==> src/rtl/lfsr_word_ctrl.sv <==
// lfsr_word_ctrl: Fibonacci-style LFSR bit generator that packs LFSR output
// bits into WORD_WIDTH-bit words under a command/handshake controller.
//
// Ports:
//   lfsr_clk        clock, rising edge
//   resetn          asynchronous active-low reset
//   seed_load       load seed_val into the LFSR (IDLE only)
//   seed_val        seed to load; zero selects LFSR_SEED_VAL
//   cmd_valid       request to generate cmd_len words
//   cmd_ready       high in IDLE only
//   cmd_len         number of words to generate (0..255)
//   abort           synchronous cancel of the current command
//   word_valid      word_data holds an unaccepted word
//   word_ready      consumer accepts the word
//   word_data       assembled word, first generated bit in the MSB
//   busy            high in any state other than IDLE
//   done            one-cycle pulse on command completion
//   lfsr_state_out  current LFSR register
module lfsr_word_ctrl #(
    parameter int unsigned                 LFSR_LENGTH   = 4,
    parameter logic [LFSR_LENGTH-1:0]      LFSR_TAPS     = LFSR_LENGTH'(4'b1100),
    parameter logic [LFSR_LENGTH-1:0]      LFSR_SEED_VAL = LFSR_LENGTH'(4'b1011),
    parameter int unsigned                 WORD_WIDTH    = 8
) (
    input  logic                   lfsr_clk,
    input  logic                   resetn,
    input  logic                   seed_load,
    input  logic [LFSR_LENGTH-1:0] seed_val,
    input  logic                   cmd_valid,
    output logic                   cmd_ready,
    input  logic [7:0]             cmd_len,
    input  logic                   abort,
    output logic                   word_valid,
    input  logic                   word_ready,
    output logic [WORD_WIDTH-1:0]  word_data,
    output logic                   busy,
    output logic                   done,
    output logic [LFSR_LENGTH-1:0] lfsr_state_out
);

    localparam int unsigned CNT_W = $clog2(WORD_WIDTH);
    localparam logic [CNT_W-1:0] LAST_BIT = CNT_W'(WORD_WIDTH - 1);

    typedef enum logic [1:0] {
        IDLE = 2'd0,
        RUN  = 2'd1,
        HOLD = 2'd2,
        DONE = 2'd3
    } state_e;

    state_e                 state_q, state_d;
    logic [LFSR_LENGTH-1:0] lfsr_q, lfsr_d;
    logic [WORD_WIDTH-1:0]  asm_q, asm_d;
    logic [WORD_WIDTH-1:0]  word_q, word_d;
    logic                   valid_q, valid_d;
    logic [CNT_W-1:0]       bit_cnt_q, bit_cnt_d;
    logic [7:0]             remain_q, remain_d;
    logic                   busy_q, done_q, cmd_ready_q;

    logic                   fb;
    logic [LFSR_LENGTH-1:0] lfsr_next;
    logic                   out_bit;

    // LFSR combinational step
    assign fb        = ^(lfsr_q & LFSR_TAPS);
    assign lfsr_next = {lfsr_q[LFSR_LENGTH-2:0], fb};
    assign out_bit   = lfsr_q[LFSR_LENGTH-1];

    // Next-state and datapath update
    always_comb begin
        state_d   = state_q;
        lfsr_d    = lfsr_q;
        asm_d     = asm_q;
        word_d    = word_q;
        valid_d   = valid_q;
        bit_cnt_d = bit_cnt_q;
        remain_d  = remain_q;
        case (state_q)
            IDLE: begin
                // seed_load has priority; the command stays pending
                if (seed_load) begin
                    lfsr_d = (seed_val == '0) ? LFSR_SEED_VAL : seed_val;
                end else if (cmd_valid) begin
                    remain_d  = cmd_len;
                    bit_cnt_d = '0;
                    asm_d     = '0;
                    state_d   = (cmd_len != 8'd0) ? RUN : DONE;
                end
            end
            RUN: begin
                if (abort) begin
                    bit_cnt_d = '0;
                    state_d   = IDLE;
                end else begin
                    lfsr_d = lfsr_next;
                    asm_d  = {asm_q[WORD_WIDTH-2:0], out_bit};
                    if (bit_cnt_q == LAST_BIT) begin
                        word_d    = asm_d;
                        valid_d   = 1'b1;
                        remain_d  = remain_q - 8'd1;
                        bit_cnt_d = '0;
                        state_d   = HOLD;
                    end else begin
                        bit_cnt_d = bit_cnt_q + CNT_W'(1);
                    end
                end
            end
            HOLD: begin
                // abort wins over a simultaneous word_ready
                if (abort) begin
                    valid_d = 1'b0;
                    state_d = IDLE;
                end else if (word_ready) begin
                    valid_d = 1'b0;
                    state_d = (remain_q != 8'd0) ? RUN : DONE;
                end
            end
            DONE: begin
                state_d = IDLE;
            end
            default: begin
                state_d = IDLE;
            end
        endcase
    end

    // State and output registers
    always_ff @(posedge lfsr_clk or negedge resetn) begin
        if (!resetn) begin
            state_q     <= IDLE;
            lfsr_q      <= LFSR_SEED_VAL;
            asm_q       <= '0;
            word_q      <= '0;
            valid_q     <= 1'b0;
            bit_cnt_q   <= '0;
            remain_q    <= 8'd0;
            busy_q      <= 1'b0;
            done_q      <= 1'b0;
            cmd_ready_q <= 1'b1;
        end else begin
            state_q     <= state_d;
            lfsr_q      <= lfsr_d;
            asm_q       <= asm_d;
            word_q      <= word_d;
            valid_q     <= valid_d;
            bit_cnt_q   <= bit_cnt_d;
            remain_q    <= remain_d;
            busy_q      <= (state_d != IDLE);
            done_q      <= (state_d == DONE);
            cmd_ready_q <= (state_d == IDLE);
        end
    end

    assign cmd_ready      = cmd_ready_q;
    assign word_valid     = valid_q;
    assign word_data      = word_q;
    assign busy           = busy_q;
    assign done           = done_q;
    assign lfsr_state_out = lfsr_q;

endmodule

==> config.mk <==
export PLATFORM = sky130hd
export DESIGN_NAME = lfsr_word_ctrl
export DESIGN_NICKNAME = d
export VERILOG_FILES = /design/src/rtl/lfsr_word_ctrl.sv
export SDC_FILE = /design/constraint.sdc
export NUM_CORES = 1
export LEC_CHECK = 0
export BUFFER_PORTS_ARGS = -buffer_cell sky130_fd_sc_hd__clkbuf_2
export CORE_MARGIN = 3
export CORE_UTILIZATION = 58
export DETAILED_ROUTE_END_ITERATION = 16
export HOLD_SLACK_MARGIN = 0.1
export PLACE_DENSITY = 0.91
export SYNTH_ARGS = -nofsm -noshare
export SYNTH_HDL_FRONTEND = slang
export SYNTH_SLANG_ARGS = --single-unit
==> constraint.sdc <==
create_clock -name lfsr_clk -period 5.1 [get_ports lfsr_clk]
set_input_delay 0 -clock lfsr_clk [delete_from_list [all_inputs] [get_ports lfsr_clk]]
set_output_delay 0 -clock lfsr_clk [all_outputs]
set_load 0.02 [all_outputs]
==> flow_summary_export.csv <==
group,metric,value,unit
critical_path,slowest_delay,710,ps
finish,fin_nets,231,
global_route,track_usage,0.2381,
global_route,grt.overflow.total,0,
cts,clkLatencyLatePin,330,ps
synthesis,yosys.area.top_type,"dfrtp_1",
finish,syn_to_final_growth,24.82,%
critical_path,path_class,"reg -> reg",
run_status,outcome,"finished clean",
detailed_routing,vias_per_cell,6.191,
detailed_routing,antenna_left,0,
synthesis,yosys.cell_types.count,44,
pwr,cellPowerDensity,373.7,nW/µm²
cts,tritoncts,"yes",
detailed_routing,num_vias,1492,
sta,max_freq,0.3997,GHz
cts,cts_max_level,2,
flow_run,maxCapViolations,0,
synthesis,synth_ff_type,"dfrtp_1",
sta,hold_viol_final,0,
detailed_routing,drtPass1Iterations,4,
critical_path,r2r-end,"lfsr_state_out[1]$_DFFE_PN1P_",
global_route,antenna_found_initial,0,
synthesis,ys_warn_count,0,
finish,layout_common_cells,"33 x clkbuf_2, 32 x dfrtp_1, 17 x dlygate4sd3_1, 13 x o21ai_0",
critical_path,startpoint_type,"flip-flop",
critical_path,rrSetupSlack,2600,ps
floorplan,ios,34,
cts,clock_sinks,36,
pwr,leakage,0.001055,µW
sta,fin_skew,9.664,ps
detailed_routing,drc,0,
sta,rsz0062_at_grt,"false",
sta,maxSlewViolCount,0,
synthesis,synth_seq_cells,36,
synthesis,synth_top_cell_area_share,0.4501,
sta,worstMarginPinSlew,867.5,ps
finish,final_common_cell,"clkbuf_2",
critical_path,arrival,2750,ps
pwr,finalPower,829.9,µW
sta,final-setup-viol-count,0,
pwr,power.internal,599.9,µW
finish,drive_gt1_frac,0.3000,
synthesis,syn_nets,182,
global_route,grt_pass1_vias,1435,
critical_path,worst_setup_path_end_kind,"flip-flop",
global_route,grt_pass1_wl,6499,µm
hold_path,worstHoldStart,"abort",
synthesis,synthSimpleGateAreaFrac,0.1632,
floorplan,dieArea,3768,µm²
cts,clock_path_buffers,2,
synthesis,synth.avg_cell_area,11.12,µm²
floorplan,row_count,19,
floorplan,die_w,61.39,µm
critical_path,cp_slowest_cell,"nand2b_1",
pwr,ir_drop,293.8,µV
synthesis,synth_mux_area_frac,0.05696,
sta,fin_setup_tns,0,ps
placed_design,port_buffers,33,
sta,fin_crit_sh,0.4906,
critical_path,crit_fanout,18,
hold_path,hold_depth,4,
synthesis,synth_top_family_by_area,"compound AO/OA/AOI/OAI gates",
finish,n_antenna_cell,0,
hold_path,hp-class,"in -> reg",
pwr,p_clk_frac,0.359,
placed_design,place_inst,216,
floorplan,coreArea,2829,µm²
finish,finalInstanceArea,2221,µm²
synthesis,synth_edf_count,0,
critical_path,r2r-start,"state_q[1]$_DFF_PN0_",
synthesis,synth_seq_area_share,0.5091,
critical_path,reg2regPathDepth,5,
synthesis,syn_area,1779,µm²
pwr,sw_frac_of_total,0.2772,
synthesis,synth_xor_area_frac,0.004923,
critical_path,critPathRequiredTime,5350,ps
synthesis,async_flop_share,1.000,
cts,cts_root_buf,"clkbuf_4",
finish,stdcell_count,241,
floorplan,die_y,61.39,µm
synthesis,netlist_instances,160,
pwr,seqPwrFrac,0.439,
synthesis,synth_compound_area_frac,0.1871,
cts,clk_pin_slew,100,ps
finish,final_util,0.7851,
hold_path,hold_end,"word_valid$_DFFE_PN0P_",
sta,layout_min_cycle_time,2502,ps
cts,cts_resized,0,
detailed_routing,wire_per_inst,16.88,µm
detailed_routing,drt_iter0_drc,77,
global_route,grt_max_degree,37,
cts,hold_buffers,17,
floorplan,start_util,0.6289,
placed_design,dpl.hpwl,2694,µm
placed_design,gp_congestion,0.8858,
sta,relSlewSlack,0.4217,
cts,post-cts-setup-buffers,0,
placed_design,dpl_cell_area,1923,µm²
finish,fill_cells,181,
critical_path,crit_chain,"nand2b_1, o41ai_1, o221ai_1, dlygate4sd3_1, o21ai_0",
pwr,p_sw,230.0,µW
pwr,pwr-share-comb,0.201,
cts,cts_buffers,5,
detailed_routing,wirelength,4069,µm
synthesis,yosys.area_share.adder,0.02813,
synthesis,netlist_top_cells_area,"dfrtp_1 45%, dfstp_2 5.9%, mux2_2 5.7%",
==> state kept, by name (all words and copies together), names as in the netlist <==
name and flops:
word_data 8, lfsr_state_out 4, busy 1, word_valid 1, cmd_ready 1, bit_cnt_q 3
state_q 2, asm_q 7, done 1, remain_q 8
==> cells in the mapped netlist, drive strengths merged (2+ instances only) <==
cell     count
a22oi        3
nor3         4
nand2        8
nor4         2
and3         2
dfrtp       32
o221ai       2
dfstp        4
o21bai       2
nand2b       2
buf          8
a31oi        2
nor3b        3
a211oi       2
nor2        12
o21ai       13
a22o         9
mux2         9
nand4        2
a2bb2oi      2
ha           4
nand3        4
inv          8
a21oi        6
nor2b        3
==> critical path: cells and delay by family, from the launching register on <==
| kind | cells | cell delay, ps |
|---|---|---|
| buf+inv | 1 | 570 |
| simple gates | 1 | 710 |
| compound gates | 3 | 500 |
| flops | 1 | 630 |
==> cell type report <==
| class | instances | area (µm²) | share of cell area |
|---|---|---|---|
| Multi-Input combinational cell | 108 | 783.3 | 0.3527 |
| Inverter | 8 | 30.03 | 0.01352 |
| Clock buffer | 5 | 37.54 | 0.01690 |
| Clock inverter | 3 | 90.09 | 0.04056 |
| Timing Repair Buffer | 50 | 335.3 | 0.1510 |
| Sequential cell | 36 | 905.9 | 0.4079 |
| Tap cell | 31 | 38.79 | 0.01746 |
==> worst max path at each step <==
stage	start	endpoint	slack, ps	depth (start not counted)
final	state_q[1]$_DFF_PN0_	lfsr_state_out[1]$_DFFE_PN1P_	2600	5
after global routing	state_q[1]$_DFF_PN0_	lfsr_state_out[1]$_DFFE_PN1P_	2490	5
after CTS	state_q[1]$_DFF_PN0_	lfsr_state_out[1]$_DFFE_PN1P_	2660	5
after detailed placement	bit_cnt_q[0]$_DFFE_PN0P_	remain_q[5]$_DFFE_PN0P_	3010	6
after global placement	bit_cnt_q[0]$_DFFE_PN0P_	remain_q[1]$_DFFE_PN0P_	3130	6
after floorplan	bit_cnt_q[0]$_DFFE_PN0P_	remain_q[2]$_DFFE_PN0P_	3380	8
==> kinds of logic (layout without fill, tap and decap cells) <==
| logic type | Yosys count | count (layout) |
|---|---|---|
| AO/OA/AOI/OAI | 47 | 47 |
| XOR/XNOR | 1 | 1 |
| adder cells (fa/ha/maj) | 4 | 4 |
| buffers and inverters | 16 | 66 |
| flip-flops | 36 | 36 |
| multiplexers | 9 | 9 |
| AND/OR/NAND/NOR | 47 | 47 |
==> power groups by stage <==
stage	combinational [µW]	clock, µW	sequential [µW]
after global placement	142	0	364
after global routing	183	313	368
after CTS	165	301	362
after floorplan	97.7	0	370
after detailed placement	151	0	368
final	167	298	364
==> per-layer routing <==
metal / routed length (µm) / vias to the layer above / global-route usage
li1: - / 690 / -
met1: 1727 / 724 / 0.2884
met2: 2021 / 69 / 0.4184
met3: 266 / 9 / 0.04822
met4: 53 / 0 / 0.08788
met5: 0 / - / 0
==> per-stage QoR <==
step / hold slack (ps) / worst slack, ps
floorplan: -295.6 / 3383
global placement: 139.9 / 3126
detailed placement: 156.4 / 3013
CTS: 173.8 / 2661
global route: 236.2 / 2488
finish: 184.1 / 2598
(Power assumes the default switching activity.)
